<file path="src/rtl/ms_pkg.sv">
// ----------------------------------------------------------------------------
// ms_pkg
//   Shared definitions for the Minesweeper player-side judge:
//   - cond encodings reported to the game-state FSM
//   - judge FSM state encoding
//   - popcount helper used to size the safe-cell counter at game load
// Configuration macro used by the files importing this package:
//   MOVE_JUDGE_FLAG_EN
// ----------------------------------------------------------------------------
package ms_pkg;

    localparam logic [1:0] COND_PLAY = 2'b00;
    localparam logic [1:0] COND_WIN  = 2'b01;
    localparam logic [1:0] COND_LOSE = 2'b11;

    typedef enum logic [2:0] {
        ST_IDLE      = 3'd0,
        ST_LOAD      = 3'd1,
        ST_WAIT_MOVE = 3'd2,
        ST_CHECK     = 3'd3,
        ST_UPDATE    = 3'd4,
        ST_OVER      = 3'd5
    } judge_state_e;

    // Widest board the popcount helper accepts; callers zero-extend.
    localparam int MAX_CELLS = 256;

    function automatic int unsigned popcount(input logic [MAX_CELLS-1:0] v);
        int unsigned n;
        n = 0;
        for (int i = 0; i < MAX_CELLS; i++) begin
            n += int'(v[i]);
        end
        return n;
    endfunction

endpackage

</file>
<file path="src/rtl/move_judge_if.sv">
// ----------------------------------------------------------------------------
// move_judge_if
//   Groups the player/board signals of move_judge.
//   master modport : environment side (drives buttons, new_game, mine_map,
//                    game_done; observes judge outputs)
//   slave modport  : move_judge side
//   Signals:
//     new_game, mine_map[CELLS]             board load request + mine bitmap
//     btn_up/down/left/right/reveal         synchronised level buttons
//     game_done                             done flag from the game-state FSM
//     cond[2], play_again                   outputs to the game-state FSM
//     cursor_row, cursor_col, revealed      board view
//   With MOVE_JUDGE_FLAG_EN defined: btn_flag (in), flagged[CELLS] (out).
// ----------------------------------------------------------------------------
interface move_judge_if #(
    parameter int ROWS = 8,
    parameter int COLS = 8
);
    localparam int CELLS = ROWS * COLS;

    logic                    new_game;
    logic [CELLS-1:0]        mine_map;
    logic                    btn_up;
    logic                    btn_down;
    logic                    btn_left;
    logic                    btn_right;
    logic                    btn_reveal;
    logic                    game_done;
    logic [1:0]              cond;
    logic                    play_again;
    logic [$clog2(ROWS)-1:0] cursor_row;
    logic [$clog2(COLS)-1:0] cursor_col;
    logic [CELLS-1:0]        revealed;
`ifdef MOVE_JUDGE_FLAG_EN
    logic                    btn_flag;
    logic [CELLS-1:0]        flagged;
`endif

    modport master (
`ifdef MOVE_JUDGE_FLAG_EN
        output btn_flag,
        input  flagged,
`endif
        output new_game, mine_map, btn_up, btn_down, btn_left, btn_right,
        output btn_reveal, game_done,
        input  cond, play_again, cursor_row, cursor_col, revealed
    );

    modport slave (
`ifdef MOVE_JUDGE_FLAG_EN
        input  btn_flag,
        output flagged,
`endif
        input  new_game, mine_map, btn_up, btn_down, btn_left, btn_right,
        input  btn_reveal, game_done,
        output cond, play_again, cursor_row, cursor_col, revealed
    );

endinterface

</file>
<file path="src/rtl/btn_edge.sv">
// ----------------------------------------------------------------------------
// btn_edge
//   Rising-edge detector for one already-synchronised button. A single
//   register holds last cycle's level; rise is high during the cycle in
//   which the button first reads 1, so the judge acts on it at the next
//   clock edge.
//   Ports: clk, rst (async, active-low), btn (level in), rise (edge out)
// ----------------------------------------------------------------------------
module btn_edge (
    input  logic clk,
    input  logic rst,
    input  logic btn,
    output logic rise
);
    logic btn_q;

    // NOTE: sequential state uses non-blocking assignments so every flop
    // samples pre-edge values regardless of block ordering.
    always_ff @(posedge clk or negedge rst) begin
        if (!rst) btn_q <= 1'b0;
        else      btn_q <= btn;
    end

    assign rise = btn & ~btn_q;

endmodule

</file>
<file path="src/rtl/move_judge.sv">
// ----------------------------------------------------------------------------
// move_judge
//   Player-side counterpart of the Minesweeper game-state FSM. Turns button
//   presses into cursor moves and cell reveals, tracks the revealed map and
//   the number of safe cells still hidden, and reports cond (00 play,
//   01 win, 11 lose) plus a one-cycle play_again restart request.
//   Ports:
//     clk  system clock
//     rst  asynchronous active-low reset
//     bus  move_judge_if.slave (buttons, new_game/mine_map, game_done in;
//          cond, play_again, cursor_row/col, revealed out)
//   Optional feature macro: MOVE_JUDGE_FLAG_EN (btn_flag input, flagged
//   bitmap output; flagged cells cannot be revealed).
// ----------------------------------------------------------------------------
module move_judge
    import ms_pkg::*;
#(
    parameter int ROWS = 8,
    parameter int COLS = 8
) (
    input  logic        clk,
    input  logic        rst,
    move_judge_if.slave bus
);
    localparam int CELLS  = ROWS * COLS;
    localparam int ROW_W  = $clog2(ROWS);
    localparam int COL_W  = $clog2(COLS);
    localparam int IDX_W  = $clog2(CELLS);
    localparam int SAFE_W = $clog2(CELLS + 1);

    localparam logic [ROW_W-1:0] ROW_MAX = ROW_W'(ROWS - 1);
    localparam logic [COL_W-1:0] COL_MAX = COL_W'(COLS - 1);

    judge_state_e      state;
    logic [CELLS-1:0]  mines;
    logic [CELLS-1:0]  revealed_q;
    logic [ROW_W-1:0]  row_q;
    logic [COL_W-1:0]  col_q;
    logic [1:0]        cond_q;
    logic              play_again_q;
    logic [SAFE_W-1:0] safe_left;

    logic rise_up, rise_down, rise_left, rise_right, rise_reveal;
    logic rise_flag;
    logic cur_flagged;
    logic [IDX_W-1:0] cur_idx;

    assign cur_idx = IDX_W'(row_q) * IDX_W'(COLS) + IDX_W'(col_q);

    btn_edge u_edge_up     (.clk(clk), .rst(rst), .btn(bus.btn_up),     .rise(rise_up));
    btn_edge u_edge_down   (.clk(clk), .rst(rst), .btn(bus.btn_down),   .rise(rise_down));
    btn_edge u_edge_left   (.clk(clk), .rst(rst), .btn(bus.btn_left),   .rise(rise_left));
    btn_edge u_edge_right  (.clk(clk), .rst(rst), .btn(bus.btn_right),  .rise(rise_right));
    btn_edge u_edge_reveal (.clk(clk), .rst(rst), .btn(bus.btn_reveal), .rise(rise_reveal));

`ifdef MOVE_JUDGE_FLAG_EN
    logic [CELLS-1:0] flagged_q;

    btn_edge u_edge_flag (.clk(clk), .rst(rst), .btn(bus.btn_flag), .rise(rise_flag));

    assign cur_flagged = flagged_q[cur_idx];

    // Flag toggles only when reveal is not also pressed (reveal wins) and
    // never on an already revealed cell.
    always_ff @(posedge clk or negedge rst) begin
        if (!rst) begin
            flagged_q <= '0;
        end else if (!bus.new_game) begin
            if (state == ST_LOAD) begin
                flagged_q <= '0;
            end else if (state == ST_WAIT_MOVE && !rise_reveal && rise_flag
                         && !revealed_q[cur_idx]) begin
                flagged_q[cur_idx] <= ~flagged_q[cur_idx];
            end
        end
    end

    assign bus.flagged = flagged_q;
`else
    assign rise_flag   = 1'b0;
    assign cur_flagged = 1'b0;
`endif

    // NOTE: the mine and revealed bitmaps are plain flops, not a RAM, so they
    // take the asynchronous reset along with the rest of the state.
    always_ff @(posedge clk or negedge rst) begin
        if (!rst) begin
            state        <= ST_IDLE;
            mines        <= '0;
            revealed_q   <= '0;
            row_q        <= '0;
            col_q        <= '0;
            cond_q       <= COND_PLAY;
            play_again_q <= 1'b0;
            safe_left    <= '0;
        end else begin
            play_again_q <= 1'b0;
            if (bus.new_game) begin
                // A new game overrides everything, from any state.
                mines <= bus.mine_map;
                state <= ST_LOAD;
            end else begin
                unique case (state)
                    ST_IDLE: ;

                    ST_LOAD: begin
                        revealed_q <= '0;
                        row_q      <= '0;
                        col_q      <= '0;
                        cond_q     <= COND_PLAY;
                        safe_left  <= SAFE_W'(CELLS - popcount(MAX_CELLS'(mines)));
                        state      <= ST_WAIT_MOVE;
                    end

                    ST_WAIT_MOVE: begin
                        // One action per cycle: reveal > flag > up > down > left > right.
                        if (rise_reveal) begin
                            if (!cur_flagged) state <= ST_CHECK;
                        end else if (rise_flag) begin
                            // handled by the flag bitmap; cursor holds
                        end else if (rise_up) begin
                            if (row_q != '0) row_q <= row_q - 1'b1;
                        end else if (rise_down) begin
                            if (row_q != ROW_MAX) row_q <= row_q + 1'b1;
                        end else if (rise_left) begin
                            if (col_q != '0) col_q <= col_q - 1'b1;
                        end else if (rise_right) begin
                            if (col_q != COL_MAX) col_q <= col_q + 1'b1;
                        end
                    end

                    ST_CHECK: begin
                        if (mines[cur_idx]) begin
                            cond_q <= COND_LOSE;
                            state  <= ST_OVER;
                        end else if (revealed_q[cur_idx]) begin
                            state <= ST_WAIT_MOVE;
                        end else begin
                            revealed_q[cur_idx] <= 1'b1;
                            safe_left           <= safe_left - 1'b1;
                            state               <= ST_UPDATE;
                        end
                    end

                    ST_UPDATE: begin
                        // An empty mine map is a trivial board: any safe
                        // reveal wins it outright.
                        if (safe_left == '0 || mines == '0) begin
                            cond_q <= COND_WIN;
                            state  <= ST_OVER;
                        end else begin
                            state <= ST_WAIT_MOVE;
                        end
                    end

                    ST_OVER: begin
                        if (rise_reveal && bus.game_done) begin
                            play_again_q <= 1'b1;
                            cond_q       <= COND_PLAY;
                            state        <= ST_IDLE;
                        end
                    end

                    default: state <= ST_IDLE;
                endcase
            end
        end
    end

    assign bus.cond       = cond_q;
    assign bus.play_again = play_again_q;
    assign bus.cursor_row = row_q;
    assign bus.cursor_col = col_q;
    assign bus.revealed   = revealed_q;

endmodule

</file>
<file path="src/flat_wrapper.sv">
// flat-port wrapper written by rule: the top's interface ports become plain ports
module move_judge_flat import ms_pkg::*;
#(
    parameter int ROWS = 8,
    parameter int COLS = 8
)
  (clk, rst, bus_new_game, bus_mine_map, bus_btn_up, bus_btn_down, bus_btn_left, bus_btn_right, bus_btn_reveal, bus_game_done, bus_cond, bus_play_again, bus_cursor_row, bus_cursor_col, bus_revealed);
  move_judge_if #(.ROWS(ROWS), .COLS(COLS)) bus_i ();
  input  logic clk;
  input  logic rst;
  input wire logic [$bits(bus_i.new_game)-1:0] bus_new_game;
  input wire logic [$bits(bus_i.mine_map)-1:0] bus_mine_map;
  input wire logic [$bits(bus_i.btn_up)-1:0] bus_btn_up;
  input wire logic [$bits(bus_i.btn_down)-1:0] bus_btn_down;
  input wire logic [$bits(bus_i.btn_left)-1:0] bus_btn_left;
  input wire logic [$bits(bus_i.btn_right)-1:0] bus_btn_right;
  input wire logic [$bits(bus_i.btn_reveal)-1:0] bus_btn_reveal;
  input wire logic [$bits(bus_i.game_done)-1:0] bus_game_done;
  output wire logic [$bits(bus_i.cond)-1:0] bus_cond;
  output wire logic [$bits(bus_i.play_again)-1:0] bus_play_again;
  output wire logic [$bits(bus_i.cursor_row)-1:0] bus_cursor_row;
  output wire logic [$bits(bus_i.cursor_col)-1:0] bus_cursor_col;
  output wire logic [$bits(bus_i.revealed)-1:0] bus_revealed;
  assign bus_i.new_game = bus_new_game;
  assign bus_i.mine_map = bus_mine_map;
  assign bus_i.btn_up = bus_btn_up;
  assign bus_i.btn_down = bus_btn_down;
  assign bus_i.btn_left = bus_btn_left;
  assign bus_i.btn_right = bus_btn_right;
  assign bus_i.btn_reveal = bus_btn_reveal;
  assign bus_i.game_done = bus_game_done;
  assign bus_cond = bus_i.cond;
  assign bus_play_again = bus_i.play_again;
  assign bus_cursor_row = bus_i.cursor_row;
  assign bus_cursor_col = bus_i.cursor_col;
  assign bus_revealed = bus_i.revealed;
  move_judge #(.ROWS(ROWS), .COLS(COLS)) u_core (.clk(clk), .rst(rst), .bus(bus_i));
endmodule
</file>
<file path="config.mk">
export PLATFORM = sky130hd
export DESIGN_NAME = move_judge_flat
export DESIGN_NICKNAME = d
export VERILOG_FILES = /design/src/rtl/ms_pkg.sv /design/src/rtl/move_judge_if.sv /design/src/rtl/btn_edge.sv /design/src/rtl/move_judge.sv /design/src/flat_wrapper.sv
export SDC_FILE = /design/constraint.sdc
export NUM_CORES = 1
export LEC_CHECK = 0
export BUFFER_PORTS_ARGS = -buffer_cell sky130_fd_sc_hd__buf_2
export CORE_MARGIN = 2
export CORE_UTILIZATION = 40
export DETAILED_ROUTE_END_ITERATION = 6
export REMOVE_ABC_BUFFERS = 1
export SLEW_MARGIN = 20
export SYNTH_ARGS = -nofsm -noshare
export SYNTH_HDL_FRONTEND = slang
export SYNTH_HIERARCHICAL = 1
export SYNTH_SLANG_ARGS = --single-unit
export TNS_END_PERCENT = 10
</file>
<file path="constraint.sdc">
create_clock -name clk -period 15.25 [get_ports clk]
set_input_delay 0 -clock clk [delete_from_list [all_inputs] [get_ports clk]]
set_output_delay 0 -clock clk [all_outputs]
set_load 0.05 [all_outputs]
</file>
# Yosys cells after proc, flatten, opt, wreduce, memory -nomap -nowiden

Cells that the tools add are included.

$add $sub $neg: 70
Magnitude comparators: 2
Eq/ne operators: 24
Mux-type cells: 40
Bitwise gates (word level): 12
Reductions and logical operators: 16

Operator list:

| operator              | count |
|---|---|
| $add A7 B1 Y7         | 62 |
| $mux W64              | 2 |
| $pmux W64 S2          | 1 |
| $logic_not A64 Y1     | 1 |
| $or A64 B64 Y64       | 1 |
| $mux W3               | 18 |
| $pmux W3 S6           | 1 |
| $mux W7               | 2 |
| $pmux W7 S2           | 1 |
| $bmux W1 S6           | 2 |
| $ne A2 B2 Y1 const B  | 6 |
| $ne A3 B1 Y1 const B  | 4 |
| $ne A3 B3 Y1 const B  | 4 |
| $pmux W3 S2           | 2 |
| $pmux W2 S4           | 1 |
| $reduce_and A8 Y1     | 1 |
| $logic_not A7 Y1      | 1 |
| $lt A6 B7 Y1 const B  | 1 |
| $sub A7 B1 Y7 const B | 1 |
| $sub A7 B7 Y7 const A | 1 |
| $add A3 B1 Y3 const B | 2 |
| $add A6 B3 Y6         | 1 |
| $demux W1 S6          | 1 |
| $eq A3 B2 Y1 const B  | 2 |
| 21 further kinds      | 45 |

Bits in registers: 152
Output and inout bits: 73
Word-level logic and storage cells: 177

# Depth between registers and ports, before layout

Gate-level depths: netlist of the first run.

Depth after elaboration: 65
Mapped depth: 26
Mapped depth without buffers: 26

# Hierarchy

The synthesis of the first run kept the hierarchy.

By module, submodules not included:

| module     | instances | cells an instance | area an instance (um^2) | sequential area each (um^2) |
|---|---|---|---|---|
| move_judge | 1         | 1,072             | 10,037.1                | 3,678.5 |
| btn_edge   | 5         | 2                 | 38.8                    | 25.0 |

# Worst setup path before layout of the first run

Ideal clock, no wire load.

Path type: register to register
Start: register u_core.mines[7]
End: register u_core.safe_left[6]
Arrival: 5.905 ns
Path slack: 9.202 ns
Stages on the path, launching flop included: 23
Path buffers: 0
Cell sequence: dfrtp_1 > fa_1 > ha_1 > inv_1 > fa_1 > inv_1 > fa_1 > inv_1 > fa_1 > fa_1 > fa_1 > fa_1 > fa_1 > inv_1 > ha_1 > inv_1 > ha_1 > a21oi_1 > o21bai_1 > a21oi_1 > xnor2_1 > a21oi_1 > o22ai_1

Cells in the longest elaborated chain, start to end: 59

RTL lines:

| element                      | RTL line          | source |
|---|---|---|
| from (decl)                  | move_judge.sv:35  | `logic [CELLS-1:0] mines;` |
| from (signal assigned)       | move_judge.sv:100 | `mines <= bus.mine_map;` |
| $add A7 B1 Y7 (57 in series) | ms_pkg.sv:32      | `n += int'(v[i]);` |
| $sub A7 B7 Y7                | move_judge.sv:111 | `safe_left <= SAFE_W'(CELLS - popcount(MAX_CELLS'(mines)));` |
| $pmux W7 S2                  | move_judge.sv:103 | `unique case (state)` |
| to (signal assigned)         | move_judge.sv:111 |  |
| to (signal assigned)         | move_judge.sv:140 | `safe_left <= safe_left - 1'b1;` |
| to (decl)                    | move_judge.sv:41  | `logic [SAFE_W-1:0] safe_left;` |

Parallel ways exist; a longest one is shown, timed or not. The select of a mux whose other input is x is not followed.
A chain may end at the register's enable or synchronous reset.

# Worst setup path after layout of the first run

Ends and elaborated chain as after synthesis.

==> impl_metrics.tcl, run 1 <==
set metrics [dict create \
    drc 0 \
    grt_max_degree 93 \
    maxSlewHeadroom 0.231 \
    crit_path_end "u_core/safe_left[6]" \
    synth_seq_cells 152 \
    die_h_um 164 \
    fin_cells 1624 \
    fin_nets 1482 \
    fmax_ghz 0.158 \
    ys_seq_area_frac 0.372 \
    placedCellCount 1515 \
    clkSlewWorstSetupHoldPaths_ns 0.07 \
    grt_pass1_vias 8668 \
    finalHoldViolCount 0 \
    rsz0062_at_grt "false" \
    layout-drive-gt1-share 0.172 \
    detailed_place_hpwl_um 22700 \
    critPathRequiredTime_ns 15.53 \
    synth.avg_cell_area_um2 9.46 \
    syn_area_um2 10200 \
    max_slew.worst_pin.slew_ns 1.14 \
    io_buffers 145 \
    setup_tns_ns 0 \
    cts_inserted_buffers 17 \
    wire_per_inst_um 19.1 \
    drt_wl_total_um 31100 \
    cap_violations 0 \
    start_util 0.406 \
    yosys-top-cells-area "dfrtp_1 (37%), fa_1 (11%), ha_1 (8.9%)" \
    synth_edf_count 0 \
    ys.flop_type "dfrtp_1" \
    fin_crit_sh 0.416 \
    gr-total-overflow 0 \
    io_pins 146 \
    finClkSkew_ns 0.0119 \
    hold_class "in2reg" \
    via_per_inst 5.42 \
    antenna_found_initial 0 \
    maxSlewViolCount 0 \
    ant_nets 0 \
    ys_warn_count 6 \
    period_needed_ns 6.34 \
    place.gp.congestion 0.885 \
    core_area_um2 25200 \
    core.rowCount 58 \
    cts_sinks 152 \
    outcome "complete, no violations" \
    area_delta_synth_final_pct 23.5 \
    rrSetupSlack_ns 8.91 \
    track_usage 0.237 \
    reg2reg_depth 22 \
    criticalPathCategory "reg2reg" \
    cp-start-kind "flop" \
    grt_pass1_wl_um 48400 \
    die_area_um2 26900 \
    synth_area_leader_cell "dfrtp_1" \
    drtIter0Drc 942 \
    diodes 0 \
    r2r_start "u_core/mines[7]" \
    endpoint_kind "flop" \
    first_pass_iters 5 \
    async_flop_share 1.00 \
    worst-path-max-fanout 4 \
    die_w_um 164 \
    ctsResizeCount 0 \
    cp_data_arrival_time_ns 6.62 \
    vias 8805 \
    r2r-end "u_core/safe_left[6]" \
    root_buffer "clkbuf_16" \
    clk_latency_ns 0.43 \
    crit_path_start "u_core/mines[7]" \
    htreeDepth 4 \
    cts_buffer_depth 2 \
    synth_top_area_share 0.372 \
    yosysUniqueCellTypes 67 \
    setup_viol 0 \
    cts_tree "done" \
    syn_inst 1082 \
]
## critical path: stages, from the launching register on
cell and delay, ns:
dfrtp_1 0.43, fa_1 0.44, ha_1 0.28, inv_1 0.04, fa_1 0.48, inv_1 0.06
fa_1 0.40, inv_1 0.08, fa_1 0.44, fa_1 0.52, fa_1 0.46, fa_1 0.50
fa_1 0.55, inv_1 0.04, ha_1 0.26, inv_1 0.04, ha_1 0.33, a21oi_1 0.21
o21bai_1 0.09, a21oi_1 0.17, xnor2_1 0.10, a21oi_1 0.16, o22ai_1 0.10
## flip-flops by register name, summed over array words and instances (netlist names)
register	cells
u_core/bus.play_again	1
u_core/safe_left	7
u_core/bus.cursor_col	3
u_core/bus.cursor_row	3
u_core/u_edge_down/btn_q	1
u_core/u_edge_up/btn_q	1
u_core/u_edge_reveal/btn_q	1
u_core/u_edge_left/btn_q	1
u_core/u_edge_right/btn_q	1
u_core/mines	64
u_core/bus.cond	2
u_core/state	3
u_core/bus.revealed	64
## cell usage in the layout, fill, tap and decap left out, drive strengths merged, types with 7 or more instances in the layout
cell type    netlist  layout
dlygate4sd3        0      77
nand2            166     166
nand4             11      11
inv              167     174
fa                55      55
a21oi             18      18
nor4              10      10
nor2b             10      10
nor4b              8       8
o31ai             37      37
nor3              13      13
buf               18     157
dfrtp            152     152
nor2              24      24
o21ai             95      95
clkbuf            36      18
mux2i             31      31
a221oi            15      15
mux2               7       7
and3               7       7
ha                73      73
clkinv             2       7
nand3             25      25
o22ai              9       9
o41ai              9       9
## kinds of logic after synthesis
logic type / count (synthesis) / synth area share
buffers and inverters: 223 / 0.0855
flip-flops: 152 / 0.372
adder cells (fa/ha/maj): 128 / 0.197
AND/OR/NAND/NOR: 302 / 0.144
multiplexers: 44 / 0.0512
AO/OA/AOI/OAI: 226 / 0.145
XOR/XNOR: 7 / 0.00599
## cell usage after synthesis (8+ instances only)
cell type  instances
inv_1            166
nand2_1          166
dfrtp_1          152
o21ai_0           94
ha_1              73
fa_1              55
o31ai_1           37
clkbuf_1          36
mux2i_1           31
nand3_1           25
nor2_1            24
a21oi_1           18
a221oi_1          15
nor3_1            13
buf_2             12
nand4_1           10
nor4_1             9
o22ai_1            9
o41ai_1            9
nor4b_1            8
## stage by stage
step | hold slack, ns | instance area, um2 | util | worst slack, ns
final | 0.00435 | 12600 | 0.502 | 8.91
after CTS | 0.000579 | 12600 | 0.502 | 8.89
after floorplan | -0.296 | 9990 | - | 9.20
after global placement | 0.112 | 11200 | 0.446 | 8.99
after detailed placement | 0.109 | 11200 | 0.446 | 8.90
after global routing | 0.0282 | 12600 | 0.502 | 8.62
## worst min-delay path by stage
stage                             from                       to  slack, ns  cells after the start
after floorplan                    rst       u_core/bus.cond[0]      -0.30                      0
after global placement             rst  u_core/bus.revealed[17]       0.11                      1
after detailed placement           rst  u_core/bus.revealed[17]       0.11                      1
after CTS                 bus_new_game         u_core/mines[16]     0.0006                      2
after global routing      bus_new_game         u_core/mines[16]       0.03                      2
final                     bus_new_game         u_core/mines[16]      0.004                      2
## metal layers
metal / global-route usage / part of all wire / up-vias
li1: - / - / 4089
met1: 0.319 / 0.44 / 4310
met2: 0.390 / 0.47 / 354
met3: 0.0422 / 0.063 / 52
met4: 0.0781 / 0.031 / 0
met5: 0 / 0 / -
## repair_timing
| action | 4_1_cts | 5_1_grt |
|---|---|---|
| hold buffers | 77 | 0 |
| endpoints found under the hold margin | 151 | 0 |
| setup buffers | 0 | 0 |
## layout make-up
type	instances	area (um2)
inverter	169	634
clock inverter	14	181
sequential	152	3800
fill	2360	12500
tap	330	413
timing repair buffer	234	1600
multi-input combinational	707	5560
clock buffer	18	439
Power of run 1 is not shown: default switching activity piles up to over one toggle a cycle in this logic, so the estimate is an artifact.
==> run 2, diff against run 1 <==
Clock period 15.25 ns to 5.4 ns, I/O delays scaled along.
==> run 2 against run 1 <==
The run now ends with negative setup slack left. Fmax up 5.1%. Critical path depth grew 1. First-iteration DRC count shrank 3.1%. Global-route usage increased by 1.1 points. Worst setup slack worse by 9.5 ns. Count of clock-buffer cells in the layout down 1. Die area stayed put. Sequential share of layout area decreased by 2.3 points. Critical path type unchanged. Highest routed layer unchanged.
==> impl_metrics.tcl, run 2 (same netlist as run 1, synthesis figures left out) <==
set metrics [dict create \
    outcome "finished, violations left" \
    violations "negative setup slack" \
    reg2reg_depth 23 \
    die_w_um 164 \
    maxSlewHeadroom 0.242 \
    r2r-end "u_core/safe_left[6]" \
    track_usage 0.249 \
    first_pass_iters 5 \
    wire_per_inst_um 18.8 \
    gr-total-overflow 0 \
    root_buffer "clkbuf_16" \
    hold-path-endpoint "u_core/mines[19]" \
    cts_tree "done" \
    drc 0 \
    critPathRequiredTime_ns 5.74 \
    cts_inserted_buffers 17 \
    detailed_place_hpwl_um 23800 \
    holdPathStages 2 \
    start_util 0.406 \
    place.gp.congestion 0.980 \
    grt_pass1_wl_um 50900 \
    mostFrequentLayoutCell "nand2_1" \
    fin_crit_sh 1.12 \
    drt_wl_total_um 32800 \
    maxSlewViolCount 0 \
    cap_violations 0 \
    cts_buffer_depth 2 \
    core.rowCount 58 \
    endpoint_kind "flop" \
    clk_latency_ns 0.43 \
    dpl_cell_area_um2 12100 \
    grt_max_degree 101 \
    hp-start "bus_new_game" \
    ant_nets 0 \
    core_area_um2 25200 \
    htreeDepth 4 \
    r2r_start "u_core/mines[7]" \
    setup_viol 5 \
    final_cell_mix "nand2_1 (165), dfrtp_1 (151), inv_1 (145)" \
    criticalPathCategory "reg2reg" \
    die_area_um2 26900 \
    hold_class "in2reg" \
    max_slew.worst_pin.slew_ns 1.13 \
    io_pins 146 \
    fin_hold_ws_ns 0.00750 \
    fin_nets 1601 \
    vias 9343 \
    clkSlewWorstSetupHoldPaths_ns 0.07 \
    rrSetupSlack_ns -0.64 \
    cts_sinks 152 \
    cp_data_arrival_time_ns 6.38 \
    diodes 0 \
    period_needed_ns 6.04 \
    fin_area_um2 13700 \
    cp-start-kind "flop" \
    drtIter0Drc 913 \
    die_h_um 164 \
    via_per_inst 5.36 \
    io_buffers 145 \
    worst-path-max-fanout 2 \
    fmax_ghz 0.166 \
    grt_pass1_vias 9345 \
    finalHoldViolCount 0 \
    layout-drive-gt1-share 0.273 \
    area_delta_synth_final_pct 33.6 \
    antenna_found_initial 0 \
    rsz0062_at_grt "true" \
    finalWorstSetupSlack_ns -0.638 \
    finClkSkew_ns 0.00884 \
]
## run 2: changes by cell type in the layout (fill, tap and decap cells not counted), moves of 7 or more
cell and delta:
buf_4 +118, fa_1 -12, inv_1 -21, fa_2 +12, inv_2 +21, ha_4 +7, ha_1 -9
## run 2: critical path, cell delays in order, from the launching register on
cell and delay (ns):
dfrtp_1 0.41, fa_2 0.42, ha_4 0.27, inv_2 0.03, fa_1 0.50, inv_2 0.06
fa_2 0.54, fa_2 0.44, fa_2 0.54, fa_2 0.44, fa_1 0.53, inv_2 0.05
ha_4 0.15, inv_2 0.06, ha_4 0.20, inv_2 0.06, ha_4 0.19, a21o_1 0.19
a21oi_2 0.19, o21bai_1 0.12, a21oi_1 0.17, xnor2_1 0.15, a21oi_1 0.08, o22ai_1 0.16
## run 2: per-layer routing
metal  global-route usage  wire (um)
met2                0.413      15500
met3               0.0348       2050
met1                0.326      14000
met4                0.109       1290
met5                    0          0
## run 2: worst max-delay path by stage
stage,start,to,slack [ns],cells past startpoint
after floorplan,u_core/mines[7],u_core/safe_left[6],-0.65,22
after global placement,u_core/mines[7],u_core/safe_left[6],-0.79,22
after detailed placement,u_core/mines[4],u_core/safe_left[6],-0.94,22
after CTS,u_core/mines[9],u_core/safe_left[5],-0.56,21
after global routing,u_core/mines[1],u_core/safe_left[5],-0.81,21
final,u_core/mines[7],u_core/safe_left[6],-0.64,23
## run 2: what timing repair did
action | in CTS | in global routing
pin swaps | 36 | 23
endpoints found under the setup margin | 6 | 5
hold endpoints to repair | 170 | 0
resized for setup | 38 | 8
hold buffers | 78 | 0
buffers inserted | 3 | 5
## run 2: metrics by stage
| step | std cells | setup slack, ns | utilization | TNS (ns) |
|---|---|---|---|---|
| 6_report | 1743 | -0.638 | 0.543 | -2.68 |
| 3_5_place_dp | 1625 | -0.940 | 0.479 | -4.21 |
| 2_1_floorplan | 1028 | -0.648 | - | -2.44 |
| 5_1_grt | 1743 | -0.811 | 0.543 | -3.59 |
| 4_1_cts | 1738 | -0.557 | 0.540 | -2.53 |
| 3_3_place_gp | 1625 | -0.788 | 0.479 | -3.54 |
## run 2: final cells by class
| class | instances | area (um2) |
|---|---|---|
| well taps | 330 | 413 |
| repair buffers | 353 | 2490 |
| clock inverters | 15 | 193 |
| fillers | 2283 | 11500 |
| flip-flops and latches | 152 | 3800 |
| inverters | 169 | 634 |
| clock buffers | 17 | 425 |
| multi-input cells | 707 | 5710 |
Power of run 2 is left out for the same reason.
